==> src/rtl/reg_file_port_arbiter.sv <==
`default_nettype none
// ============================================================================
// Module   : reg_file_port_arbiter
// Brief    : Sequences the register file write port and Rs1 read port between
//            the core, a debug access port and a post-reset zero-clear sweep.
// Revision : 1.0 - initial release
// ============================================================================
module reg_file_port_arbiter #(
    parameter int DATA_W         = 32,
    parameter int ADDR_W         = 5,
    parameter int STARVE_LIMIT   = 8,
    parameter int CLEAR_ON_RESET = 1
) (
    input  logic              clk,
    input  logic              rst_n,
    // core side
    input  logic              i_core_we,
    input  logic [ADDR_W-1:0] i_core_rd,
    input  logic [DATA_W-1:0] i_core_wdata,
    input  logic [ADDR_W-1:0] i_core_rs1,
    output logic              o_stall,
    // debug side
    input  logic              i_dbg_req,
    input  logic              i_dbg_wr,
    input  logic [ADDR_W-1:0] i_dbg_addr,
    input  logic [DATA_W-1:0] i_dbg_wdata,
    output logic              o_dbg_ack,
    output logic [DATA_W-1:0] o_dbg_rdata,
    // register file side
    output logic              o_rf_we,
    output logic [ADDR_W-1:0] o_rf_rd,
    output logic [DATA_W-1:0] o_rf_wdata,
    output logic [ADDR_W-1:0] o_rf_rs1,
    input  logic [DATA_W-1:0] i_rf_rdata1
);

    localparam int                c_WAIT_W    = (STARVE_LIMIT < 1) ? 1 : $clog2(STARVE_LIMIT + 1);
    localparam logic [c_WAIT_W-1:0] c_WAIT_MAX = c_WAIT_W'(STARVE_LIMIT);
    localparam logic [ADDR_W-1:0] c_FIRST_REG = ADDR_W'(1);
    localparam logic [ADDR_W-1:0] c_LAST_REG  = {ADDR_W{1'b1}};

    typedef enum logic [1:0] {
        ST_CLEAR = 2'd0,
        ST_IDLE  = 2'd1,
        ST_DBG   = 2'd2
    } state_t;

    localparam state_t c_RST_STATE = (CLEAR_ON_RESET != 0) ? ST_CLEAR : ST_IDLE;

    state_t              r_state;
    state_t              w_state_nxt;
    logic [ADDR_W-1:0]   r_clr_cnt;
    logic [ADDR_W-1:0]   w_clr_cnt_nxt;
    logic [c_WAIT_W-1:0] r_wait_cnt;
    logic [c_WAIT_W-1:0] w_wait_cnt_nxt;
    logic                r_dbg_ack;
    logic [DATA_W-1:0]   r_dbg_rdata;

    logic                w_grant;
    logic                w_we;
    logic                w_stall;
    logic [ADDR_W-1:0]   w_rd;
    logic [ADDR_W-1:0]   w_rs1;
    logic [DATA_W-1:0]   w_wdata;

    always_ff @(posedge clk or negedge rst_n) begin
        if (!rst_n) begin
            r_state     <= c_RST_STATE;
            r_clr_cnt   <= c_FIRST_REG;
            r_wait_cnt  <= '0;
            r_dbg_ack   <= 1'b0;
            r_dbg_rdata <= '0;
        end else begin
            r_state    <= w_state_nxt;
            r_clr_cnt  <= w_clr_cnt_nxt;
            r_wait_cnt <= w_wait_cnt_nxt;
            r_dbg_ack  <= (r_state == ST_DBG);
            if ((r_state == ST_DBG) && !i_dbg_wr) begin
                r_dbg_rdata <= i_rf_rdata1;
            end
        end
    end

    always_comb begin
        w_state_nxt    = r_state;
        w_clr_cnt_nxt  = r_clr_cnt;
        w_wait_cnt_nxt = r_wait_cnt;
        w_grant        = 1'b0;
        w_we           = 1'b0;
        w_stall        = 1'b0;
        w_rd           = i_core_rd;
        w_wdata        = i_core_wdata;
        w_rs1          = i_core_rs1;

        case (r_state)
            ST_CLEAR: begin
                // debug requests stay pending; the counter only starts in IDLE
                w_we           = 1'b1;
                w_rd           = r_clr_cnt;
                w_wdata        = '0;
                w_stall        = 1'b1;
                w_wait_cnt_nxt = '0;
                if (r_clr_cnt == c_LAST_REG) begin
                    w_state_nxt   = ST_IDLE;
                    w_clr_cnt_nxt = c_FIRST_REG;
                end else begin
                    w_clr_cnt_nxt = r_clr_cnt + ADDR_W'(1);
                end
            end

            ST_IDLE: begin
                w_we    = i_core_we;
                // the ack cycle masks the still-high request of the finished access
                w_grant = i_dbg_req && !r_dbg_ack &&
                          (!i_core_we || (r_wait_cnt == c_WAIT_MAX));
                if (w_grant) begin
                    w_state_nxt    = ST_DBG;
                    w_wait_cnt_nxt = '0;
                end else if (i_dbg_req) begin
                    w_wait_cnt_nxt = (r_wait_cnt == c_WAIT_MAX) ? c_WAIT_MAX
                                                                : r_wait_cnt + c_WAIT_W'(1);
                end else begin
                    w_wait_cnt_nxt = '0;
                end
            end

            ST_DBG: begin
                w_stall        = 1'b1;
                w_wait_cnt_nxt = '0;
                w_state_nxt    = ST_IDLE;
                if (i_dbg_wr) begin
                    w_we    = 1'b1;
                    w_rd    = i_dbg_addr;
                    w_wdata = i_dbg_wdata;
                end else begin
                    w_rs1 = i_dbg_addr;
                end
            end

            default: begin
                w_state_nxt = c_RST_STATE;
            end
        endcase
    end

    // x0 is hardwired; the write strobe is also held low throughout reset
    assign o_rf_we     = w_we && (w_rd != '0) && rst_n;
    assign o_rf_rd     = w_rd;
    assign o_rf_wdata  = w_wdata;
    assign o_rf_rs1    = w_rs1;
    assign o_stall     = w_stall;
    assign o_dbg_ack   = r_dbg_ack;
    assign o_dbg_rdata = r_dbg_rdata;

endmodule
`default_nettype wire

==> config.mk <==
export PLATFORM = sky130hd
export DESIGN_NAME = reg_file_port_arbiter
export DESIGN_NICKNAME = d
export VERILOG_FILES = /design/src/rtl/reg_file_port_arbiter.sv
export SDC_FILE = /design/constraint.sdc
export NUM_CORES = 1
export LEC_CHECK = 0
export ABC_AREA = 0
export ABC_CLOCK_PERIOD_IN_PS = 1640
export CORE_MARGIN = 2
export CORE_UTILIZATION = 30
export DETAILED_ROUTE_END_ITERATION = 10
export GPL_ROUTABILITY_DRIVEN = 0
export PLACE_DENSITY = 0.78
export SYNTH_ARGS = -nofsm -noshare
export SYNTH_HDL_FRONTEND = slang
export SYNTH_SLANG_ARGS = --single-unit
==> constraint.sdc <==
create_clock -name clk -period 1.64 [get_ports clk]
set_input_delay 0.246 -clock clk [delete_from_list [all_inputs] [get_ports clk]]
set_output_delay 0.246 -clock clk [all_outputs]
set_load 0.005 [all_outputs]
==> out/qor.yml <==
failed_checks: "negative setup slack"
io_pins: 193
cts_buffers: 5
min_period_ns: 2.141
die_y_um: 92.60
remaining_drc_errors: 0
vdd_ir_drop_max_uv: 994.9
setup_violations: 47
area_delta_synth_final_pct: 115.9
synthCells: 199
gr-usage-met2_pct: 39.60
root_buffer: "clkbuf_8"
ys_seq_area_share_pct: 46.81
cap_violations: 0
worst_slew_pin_slew_ns: 0.5748
routed_wl_mm: 10.13
power.leakage_nw: 2.276
power.density_mw_per_mm2: 1384
grt_overflow: 0
grt_pass1_wl_mm: 14.06
met1_usage_pct: 23.12
drive_above_1_share_pct: 37.70
wire_per_inst_um: 18.87
busiest_layer: "met2"
dp_hpwl_mm: 6.958
ys.warnings.count: 0
antenna_found_initial: 0
h-tree-depth: 2
cts_hold_buf: 0
worstSkewPairLatency_ns: 0.29
synth_edf_count: 0
endpoint_kind: "output pin"
drt_pass1_iterations: 4
grt_max_degree: 45
avgViaCountPerCell: 4.892
drtIter0Drc: 106
layout_commonest_cell: "clkdlybuf4s50_1"
slew_viol_final: 0
vias: 2627
skew_ns: 0.006657
clock_path_buffers: 2
grt_pass1_vias: 2703
rsz0062_at_grt: "true"
async_reset_ff_share_pct: 100.0
die_area_mm2: 0.008574
core_area_mm2: 0.007647
netlist_area_mm2: 0.002355
num_antenna_cells: 0
crit_path_start_kind: "register"
utilization_pct: 66.48
yosys.cell_types.count: 33
relSlewSlack_pct: 61.68
portBuffers: 192
dpl_worst_slack_ns: -0.8399
ant_nets: 0
synth_top_flop_cell: "dfrtp_1"
hold_class: "in2async"
start_util_pct: 30.79
final_cell_mix: "clkdlybuf4s50_1, dfrtp_1, a22o_1, mux2_4, buf_2"
worstPathArrival_ns: 1.89
die_w_um: 92.60
ff_latch_area_mm2: 0.001104
worstSetupPathType: "reg2out"
synth.avg_cell_area_um2: 11.83
num_rows: 32
use_met3_pct: 5.452
multi_input_area_mm2: 0.001338
period_share_pct: 130.5
ys_ff_latch: 44
hold_violations: 0
clk_pin_slew_ns: 0.09
setup_slack_ns: -0.5005
nets: 554
grt_usage_pct: 21.14
required_ns: 1.39
fillers: 576
cts_tree: "yes"
syn_nets: 319
cp_max_fo: 5
fmax_mhz: 467.2
numClockSinks: 44
status: "complete, but fails checks"
==> final timing paths <==
path / startpoint / slack [ns] / to / cells after the start
max: r_state[1]$_DFFE_PN0P_ / -0.50 / o_rf_we / 7
min: rst_n / 0.08 / r_clr_cnt[1]$_DFFE_PN0N_ / 2
max reg2reg: r_state[0]$_DFFE_PN0P_ / -0.03 / o_dbg_rdata[9]$_DFFE_PN0P_ / 5
min reg2reg: o_dbg_rdata[15]$_DFFE_PN0P_ / 0.51 / o_dbg_rdata[15]$_DFFE_PN0P_ / 1
max in group asynchronous: rst_n / 1.13 / r_state[0]$_DFFE_PN0P_ / 2
min in group clk: o_dbg_rdata[15]$_DFFE_PN0P_ / 0.51 / o_dbg_rdata[15]$_DFFE_PN0P_ / 1
==> state kept, by name (all words and copies together) (netlist names) <==
name	cells
r_wait_cnt	4
r_clr_cnt	5
o_dbg_rdata	32
o_dbg_ack	1
r_state	2
==> cells by family after synthesis <==
logic type,share of synthesized area [%]
compound gates,18.65
buf+inv,5.313
mux,18.65
simple gates,8.449
fa+ha+maj,2.125
flops,46.81
==> Yosys cell counts, drive strengths merged (2+ instances only) <==
cell,n,area share (%)
a21o,2,0.64
a21oi,9,1.9
a221o,4,1.7
a22o,32,12
and2,4,1.1
and3,5,1.3
buf,11,3.7
clkbuf,4,0.64
dfrtp,43,46
ha,4,2.1
inv,6,0.96
mux2,39,19
nand2,9,1.4
nand3,2,0.43
nor2,3,0.48
nor2b,2,0.85
nor3,4,1.1
o21ai,7,1.5
==> area by class of cell <==
class                   count  share of cell area, %
repair buffers            243                  46.84
multi-input cells         134                  26.31
flip-flops and latches     44                  21.71
well taps                 102                  2.510
clock buffers               5                  1.354
clock inverters             3                 0.8368
inverters                   6                 0.4430
==> where the power goes <==
| part | total, mW | switching (mW) | internal, mW |
|---|---|---|---|
| clock network | 0.827 | 0.376 | 0.451 |
| registers | 1.83 | 0.274 | 1.56 |
| logic | 4.38 | 1.52 | 2.86 |
==> routing by layer <==
metal / wire length (um) / share of wire, %
met3: 848 / 8.4
met4: 313 / 3.1
met2: 5218 / 52
met5: 0 / 0
met1: 3751 / 37
==> timing repair <==
item,4_1_cts,5_1_grt
resized for setup,206,65
buffers inserted,14,7
setup endpoints to repair,76,80
cloned,4,3
pin swaps,31,14
==> critical path, stage by stage (launching register included) <==
cell	delay, ns
dfrtp_1	0.41
buf_6	0.13
a21o_4	0.22
buf_12	0.14
a221o_1	0.37
nor2_4	0.13
a21oi_2	0.06
buf_2	0.13
==> stage by stage <==
step / instances / hold WS [ns] / setup TNS [ns] / area [um2] / power, mW
finish: 537 / 0.08120 / -16.03 / 5084 / 7.036
global route: 537 / 0.1379 / -19.45 / 5084 / 7.450
CTS: 532 / 0.09347 / -13.80 / 4832 / 6.642
detailed placement: 508 / 0.4150 / -34.82 / 4547 / 5.570
global placement: 508 / 0.4170 / -32.86 / 4547 / 5.477
floorplan: 199 / -0.04959 / -0.01343 / 2359 / 3.168
(Power assumes the default switching activity.)
